<file path="src/rtl/ex_wb_stage.sv">
// ex_wb_stage: combined execute-to-writeback stage of an RV32I pipeline.
// It retires ALU results directly and runs loads and stores on a simple
// req/ack data-memory port. A memory access stalls the upstream stage until
// the ack arrives or the timeout expires.
//
// Ports:
//   clk_i, rst_i           clock; asynchronous active-high reset
//   ex_*                   instruction presented by EX (valid, flush, rd, result, store data, mem ctl, funct3)
//   dmem_*                 data memory request/response (word-aligned address, byte enables)
//   wb_*                   writeback to the register file and the forwarding unit
//   stall_o                high while a memory access is outstanding
//   misalign_o, bus_err_o  one-cycle error pulses
//
// state    | meaning
// ---------+-------------------------------------------------------------
// IDLE     | ready to accept; ALU results retire on the accept edge
// MEM_WAIT | request outstanding; EX held; waiting for ack or timeout
module ex_wb_stage #(
  parameter int unsigned TIMEOUT_CYCLES = 255
) (
  input  logic        clk_i,
  input  logic        rst_i,
  input  logic        ex_valid_i,
  input  logic        flush_i,
  input  logic        ex_reg_write_i,
  input  logic [4:0]  ex_rd_i,
  input  logic [31:0] ex_alu_result_i,
  input  logic [31:0] ex_store_data_i,
  input  logic        ex_mem_read_i,
  input  logic        ex_mem_write_i,
  input  logic [2:0]  ex_funct3_i,
  output logic        dmem_req_o,
  output logic        dmem_we_o,
  output logic [31:0] dmem_addr_o,
  output logic [31:0] dmem_wdata_o,
  output logic [3:0]  dmem_be_o,
  input  logic        dmem_ack_i,
  input  logic [31:0] dmem_rdata_i,
  output logic        wb_reg_write_o,
  output logic [4:0]  wb_rd_o,
  output logic [31:0] wb_data_o,
  output logic        stall_o,
  output logic        misalign_o,
  output logic        bus_err_o
);

  typedef enum logic {IDLE = 1'b0, MEM_WAIT = 1'b1} state_t;

  // Timeout fires on the edge that ends the TIMEOUT_CYCLES-th wait cycle.
  localparam logic [9:0] CNT_LAST = 10'(TIMEOUT_CYCLES - 1);

  state_t      state;
  logic [9:0]  cnt;
  logic [1:0]  lane_q;
  logic [2:0]  funct3_q;
  logic [4:0]  rd_q;

  logic        accept;
  logic        is_mem;
  logic [1:0]  size_in;   // 0 byte, 1 half, 2 word
  logic        misaligned;
  logic [3:0]  be_in;
  logic [31:0] wdata_in;
  logic [7:0]  byte_sel;
  logic [15:0] half_sel;
  logic [31:0] load_data;

  // Both outputs decode directly from the state flop, so they are glitch-free.
  assign stall_o    = (state == MEM_WAIT);
  assign dmem_req_o = (state == MEM_WAIT);

  assign accept = (state == IDLE) && ex_valid_i && !flush_i;
  assign is_mem = ex_mem_read_i | ex_mem_write_i;

  always_comb begin
    size_in    = 2'd2;
    be_in      = 4'b1111;
    wdata_in   = ex_store_data_i;
    if (ex_mem_write_i) begin
      case (ex_funct3_i)
        3'b000:  size_in = 2'd0;
        3'b001:  size_in = 2'd1;
        default: size_in = 2'd2;
      endcase
    end else begin
      case (ex_funct3_i)
        3'b000, 3'b100: size_in = 2'd0;
        3'b001, 3'b101: size_in = 2'd1;
        default:        size_in = 2'd2;
      endcase
    end
    misaligned = ((size_in == 2'd1) && ex_alu_result_i[0]) ||
                 ((size_in == 2'd2) && (ex_alu_result_i[1:0] != 2'b00));
    case (size_in)
      2'd0: begin
        be_in    = 4'b0001 << ex_alu_result_i[1:0];
        wdata_in = {4{ex_store_data_i[7:0]}};
      end
      2'd1: begin
        be_in    = 4'b0011 << ex_alu_result_i[1:0];
        wdata_in = {2{ex_store_data_i[15:0]}};
      end
      default: begin
        be_in    = 4'b1111;
        wdata_in = ex_store_data_i;
      end
    endcase
  end

  always_comb begin
    byte_sel  = dmem_rdata_i[7:0];
    case (lane_q)
      2'd0: byte_sel = dmem_rdata_i[7:0];
      2'd1: byte_sel = dmem_rdata_i[15:8];
      2'd2: byte_sel = dmem_rdata_i[23:16];
      2'd3: byte_sel = dmem_rdata_i[31:24];
      default: byte_sel = dmem_rdata_i[7:0];
    endcase
    half_sel  = lane_q[1] ? dmem_rdata_i[31:16] : dmem_rdata_i[15:0];
    load_data = dmem_rdata_i;
    case (funct3_q)
      3'b000:  load_data = {{24{byte_sel[7]}}, byte_sel};
      3'b100:  load_data = {24'd0, byte_sel};
      3'b001:  load_data = {{16{half_sel[15]}}, half_sel};
      3'b101:  load_data = {16'd0, half_sel};
      default: load_data = dmem_rdata_i;
    endcase
  end

  always_ff @(posedge clk_i or posedge rst_i) begin
    if (rst_i) begin
      state          <= IDLE;
      cnt            <= '0;
      lane_q         <= '0;
      funct3_q       <= '0;
      rd_q           <= '0;
      dmem_we_o      <= 1'b0;
      dmem_addr_o    <= '0;
      dmem_wdata_o   <= '0;
      dmem_be_o      <= '0;
      wb_reg_write_o <= 1'b0;
      wb_rd_o        <= '0;
      wb_data_o      <= '0;
      misalign_o     <= 1'b0;
      bus_err_o      <= 1'b0;
    end else begin
      wb_reg_write_o <= 1'b0;
      misalign_o     <= 1'b0;
      bus_err_o      <= 1'b0;
      case (state)
        IDLE: begin
          if (accept) begin
            if (!is_mem) begin
              wb_reg_write_o <= ex_reg_write_i && (ex_rd_i != 5'd0);
              wb_rd_o        <= ex_rd_i;
              wb_data_o      <= ex_alu_result_i;
            end else if (misaligned) begin
              misalign_o <= 1'b1;
            end else begin
              state        <= MEM_WAIT;
              cnt          <= '0;
              lane_q       <= ex_alu_result_i[1:0];
              funct3_q     <= ex_funct3_i;
              rd_q         <= ex_rd_i;
              dmem_we_o    <= ex_mem_write_i;
              dmem_addr_o  <= {ex_alu_result_i[31:2], 2'b00};
              dmem_wdata_o <= wdata_in;
              dmem_be_o    <= be_in;
            end
          end
        end
        MEM_WAIT: begin
          // Ack wins over a timeout landing on the same edge.
          if (dmem_ack_i) begin
            state <= IDLE;
            if (!dmem_we_o) begin
              wb_reg_write_o <= (rd_q != 5'd0);
              wb_rd_o        <= rd_q;
              wb_data_o      <= load_data;
            end
          end else if (cnt == CNT_LAST) begin
            state     <= IDLE;
            bus_err_o <= 1'b1;
          end else begin
            cnt <= cnt + 10'd1;
          end
        end
        default: state <= IDLE;
      endcase
    end
  end

endmodule

</file>
<file path="config.mk">
export PLATFORM = sky130hd
export DESIGN_NAME = ex_wb_stage
export DESIGN_NICKNAME = d
export VERILOG_FILES = /design/src/rtl/ex_wb_stage.sv
export SDC_FILE = /design/constraint.sdc
export NUM_CORES = 1
export LEC_CHECK = 0
export ABC_AREA = 1
export CORE_ASPECT_RATIO = 0.5
export CORE_MARGIN = 4
export CORE_UTILIZATION = 42
export DETAILED_ROUTE_END_ITERATION = 10
export MAX_ROUTING_LAYER = met4
export PLACE_DENSITY = 0.81
export RECOVER_POWER = 100
export SETUP_SLACK_MARGIN = 0.5
export SYNTH_ARGS = -nofsm -noshare
export SYNTH_HDL_FRONTEND = slang
export SYNTH_SLANG_ARGS = --single-unit
</file>
<file path="constraint.sdc">
create_clock -name clk_i -period 3.72 [get_ports clk_i]
set_clock_uncertainty 0.05 [all_clocks]
set_input_delay 0.372 -clock clk_i [delete_from_list [all_inputs] [get_ports clk_i]]
set_output_delay 0.372 -clock clk_i [all_outputs]
set_load 0.02 [all_outputs]
</file>
==> parameters.txt <==
Parameter                              Value

Global routing
  Antenna violations before repair    0
  Number of global-route vias before repair    6250
  Wire length of the first global-routing pass    ~32000 um
  GR Util All Layers    0.235
  Total congestion overflow after global routing    0
  Pin count of the biggest net entering global routing    69

Min path
  Worst hold path cell count    2
  Hold Path Class    flop to flop

STA
  Final max-slew violation count    0
  Total negative slack for setup checks    0 ns
  Setup-failing EPs final    0
  Crit share post-route    0.763
  Fin crit period    2.84 ns
  Max-slew headroom at the worst pin    0.0768
  Worst-Margin Slew    roughly 1.4 ns
  Hold violation count in the final report    0
  Setup repair after global routing missed its margin    no
  Achievable Freq    0.352 GHz

Cells and area
  Multi-input gate area in the final layout    about 2700 sq um
  P&R area growth vs syn    42.3%
  Register area    between 3000 and 4000 sq um
  Net count, final    around 1200
  Number of antenna cells inserted    0
  Filler cell count in the final layout    1286
  Ratio of cells with drive above 1 in the final layout    0.0512
  Number of standard cells in the layout, taps in and fillers out    ~1300

Route
  Final routed DRC violation total    0
  Antenna-violating nets left    0
  Via count normalized by instance count    5.11
  Number of search-and-repair iterations in the first detailed-routing pass    5
  Via count    6507
  Drt wl/cell    about 16 um
  Final wirelength    between 20000 and 25000 um
  Number of DRC markers in iteration 0    522

Clock network
  Worst-case clock buffer depth    2
  TritonCTS buffer count    17
  Root buffer selected by CTS    clkbuf_16
  Setup bufs post-CTS    0
  CTS sink cnt    128
  H-tree depth reported by CTS    4
  Worst-path clk slew    ~0.060 ns
  Worst-skew pair later-pin latency    0.40 ns
  Post-cts gate resize count    0
  Quantity of hold-fixing buffers added after cts    0
  CTS tree    done

Place
  Cell Count Post-Placement    between 1000 and 1500
  Post-DP HPWL    14800 um
  Count of buffers inserted at the top-level ports    220
  Routability congestion estimate    0.891

Logic synthesis
  Sequential element share of the synthesized area    0.492
  Synthesized area per cell    between 7 and 8 sq um
  Netlist area before placement    6510 sq um
  Area fraction in compound gates after synthesis    0.135
  Count of synthesis-stage warnings from yosys    0
  Gate count after technology mapping    approximately 860
  Main combinational cell family by area after synthesis    simple AND/OR/NAND/NOR gates
  Seq cells post-synth    around 130
  Mux cell area share after synthesis    0
  Number of library cell types mapped by synthesis    32
  Synth Area in Simple Gates    0.274
  Post-Synth Adder-Cell Area    0.00385
  XOR/XNOR Fraction of Synth Area    0.00942

Power and ir drop
  Max VDD drop    335 uV
  Power per cell area    a little under 600 nW/um^2
  Leak    4.60 nW

Run status
  Run status    finished, final reports clean

Floorplan
  Initial cell density of the core    0.439
  Die Y    96.0 um
  Die W    184 um
  Standard cell core area    approximately 15000 sq um
  Row Count    31
  Top-Level Pins    about 220
  Die outline area    ~18000 sq um

Setup path
  Setup CP Type    flop to flop
  WP data arrival    a little over 3 ns
  CP Data Required Time    3.96 ns
  Highest fanout seen on the critical path    53
  Worst reg-to-reg path cell count    9
  Critical Path Start Type    flop
  Kind of end point of the critical path    flop

Job
  Reported max-cap violation count    0
-- flip-flops by register name, summed over array words and instances, names as in the netlist, 3 cells and up --
register,flops
wb_data_o,32
dmem_wdata_o,32
funct3_q,3
dmem_be_o,4
dmem_addr_o,30
rd_q,5
cnt,10
wb_rd_o,5
-- cell families after synthesis --
group | count (synthesis)
AND/OR/NAND/NOR | 441
other | 1
flip-flops | 128
buffers and inverters | 116
adder cells (fa/ha/maj) | 2
XOR/XNOR | 7
AO/OA/AOI/OAI | 168
-- cells in the mapped netlist --
cell	n	area, sq um
a21oi_1	84	420
a31oi_1	5	31.3
buf_1	1	3.75
buf_2	18	90.1
buf_4	5	37.5
buf_6	8	90.1
buf_8	1	15.0
clkbuf_1	16	60.1
clkbuf_2	1	5.00
conb_1	1	3.75
dfrtp_1	128	3200
ha_1	2	25.0
inv_1	57	214
inv_2	9	33.8
nand2_1	336	1260
nand2_2	2	12.5
nand2_4	1	11.3
nand3_1	47	235
nand3_2	2	20.0
nand3b_1	2	15.0
nand4_1	4	25.0
nand4_4	1	21.3
nor2_1	40	150
nor2_2	1	6.26
nor3_1	4	20.0
nor4_1	1	6.26
o211ai_1	3	22.5
o21ai_0	35	175
o21ai_1	34	170
o21ai_2	7	61.3
xnor2_1	1	8.76
xor2_1	6	52.6
-- metrics by stage --
stage	total power, W	area [sq um]	worst slack [ns]	util	hold slack (ns)
after floorplan	0.00297	6520	1.72	-	0.393
after detailed placement	0.00392	8760	1.10	0.591	0.415
after CTS	0.00552	9310	1.43	0.629	0.370
after global placement	0.00388	8760	1.20	0.591	0.407
final	0.00534	9260	0.882	0.625	0.421
after global routing	0.00563	9260	0.590	0.625	0.437
-- power breakdown --
group	switching [W]	total (W)	internal [W]
Clock	0.000619	0.00158	0.000960
Combinational	0.00105	0.00181	0.000752
Sequential	0.000227	0.00196	0.00173
Total	0.00190	0.00534	0.00344
-- layer usage --
| layer | GRT usage | vias to the layer above | share of wire |
|---|---|---|---|
| li1 | - | 3155 | - |
| met1 | 0.294 | 3050 | 0.43 |
| met2 | 0.389 | 262 | 0.48 |
| met3 | 0.0396 | 40 | 0.063 |
| met4 | 0.0873 | 0 | 0.027 |
| met5 | - | - | 0 |
-- cells in the final DEF, fill, tap and decap left out, types with 7 or more instances in the layout --
| cell type | count |
|---|---|
| nand2_1 | 337 |
| dfrtp_1 | 128 |
| clkdlybuf4s50_1 | 110 |
| dlygate4sd3_1 | 110 |
| a21oi_1 | 84 |
| o21ai_0 | 72 |
| inv_1 | 58 |
| nand3_1 | 48 |
| nor2_1 | 40 |
| clkbuf_16 | 17 |
| buf_4 | 8 |
| inv_2 | 7 |
-- worst max-delay path, stage by stage (launching register included) --
cell and delay, ns:
dfrtp_1 0.32, clkbuf_1 0.66, inv_1 0.22, nand3_1 0.14, inv_1 0.11, nand4_4 0.18
buf_4 0.46, nand2_1 0.35, nand3_1 0.16, nand2_1 0.07
-- worst paths after layout --
check	start	end	slack, ns
setup / recovery	dmem_req_o$_DFF_PP0_	cnt[6]$_DFFE_PP0P_	0.88
hold / removal	dmem_wdata_o[13]$_DFFE_PP0P_	dmem_wdata_o[13]$_DFFE_PP0P_	0.42
setup reg to reg	dmem_req_o$_DFF_PP0_	cnt[6]$_DFFE_PP0P_	0.88
hold reg to reg	dmem_wdata_o[13]$_DFFE_PP0P_	dmem_wdata_o[13]$_DFFE_PP0P_	0.42
max in group asynchronous	rst_i	dmem_be_o[2]$_DFFE_PP0P_	1.05
min in group asynchronous	rst_i	wb_data_o[27]$_DFFE_PP0P_	0.65
-- final cells by class --
type                            count  area share
Sequential cell                   128       0.346
Multi-Input combinational cell    620       0.295
Timing Repair Buffer              231       0.246
Clock buffer                       20      0.0504
Inverter                           66      0.0269
Tap cell                          198      0.0267
Clock inverter                     10     0.00959
No activity file was read; power rests on OpenSTA's default activity.
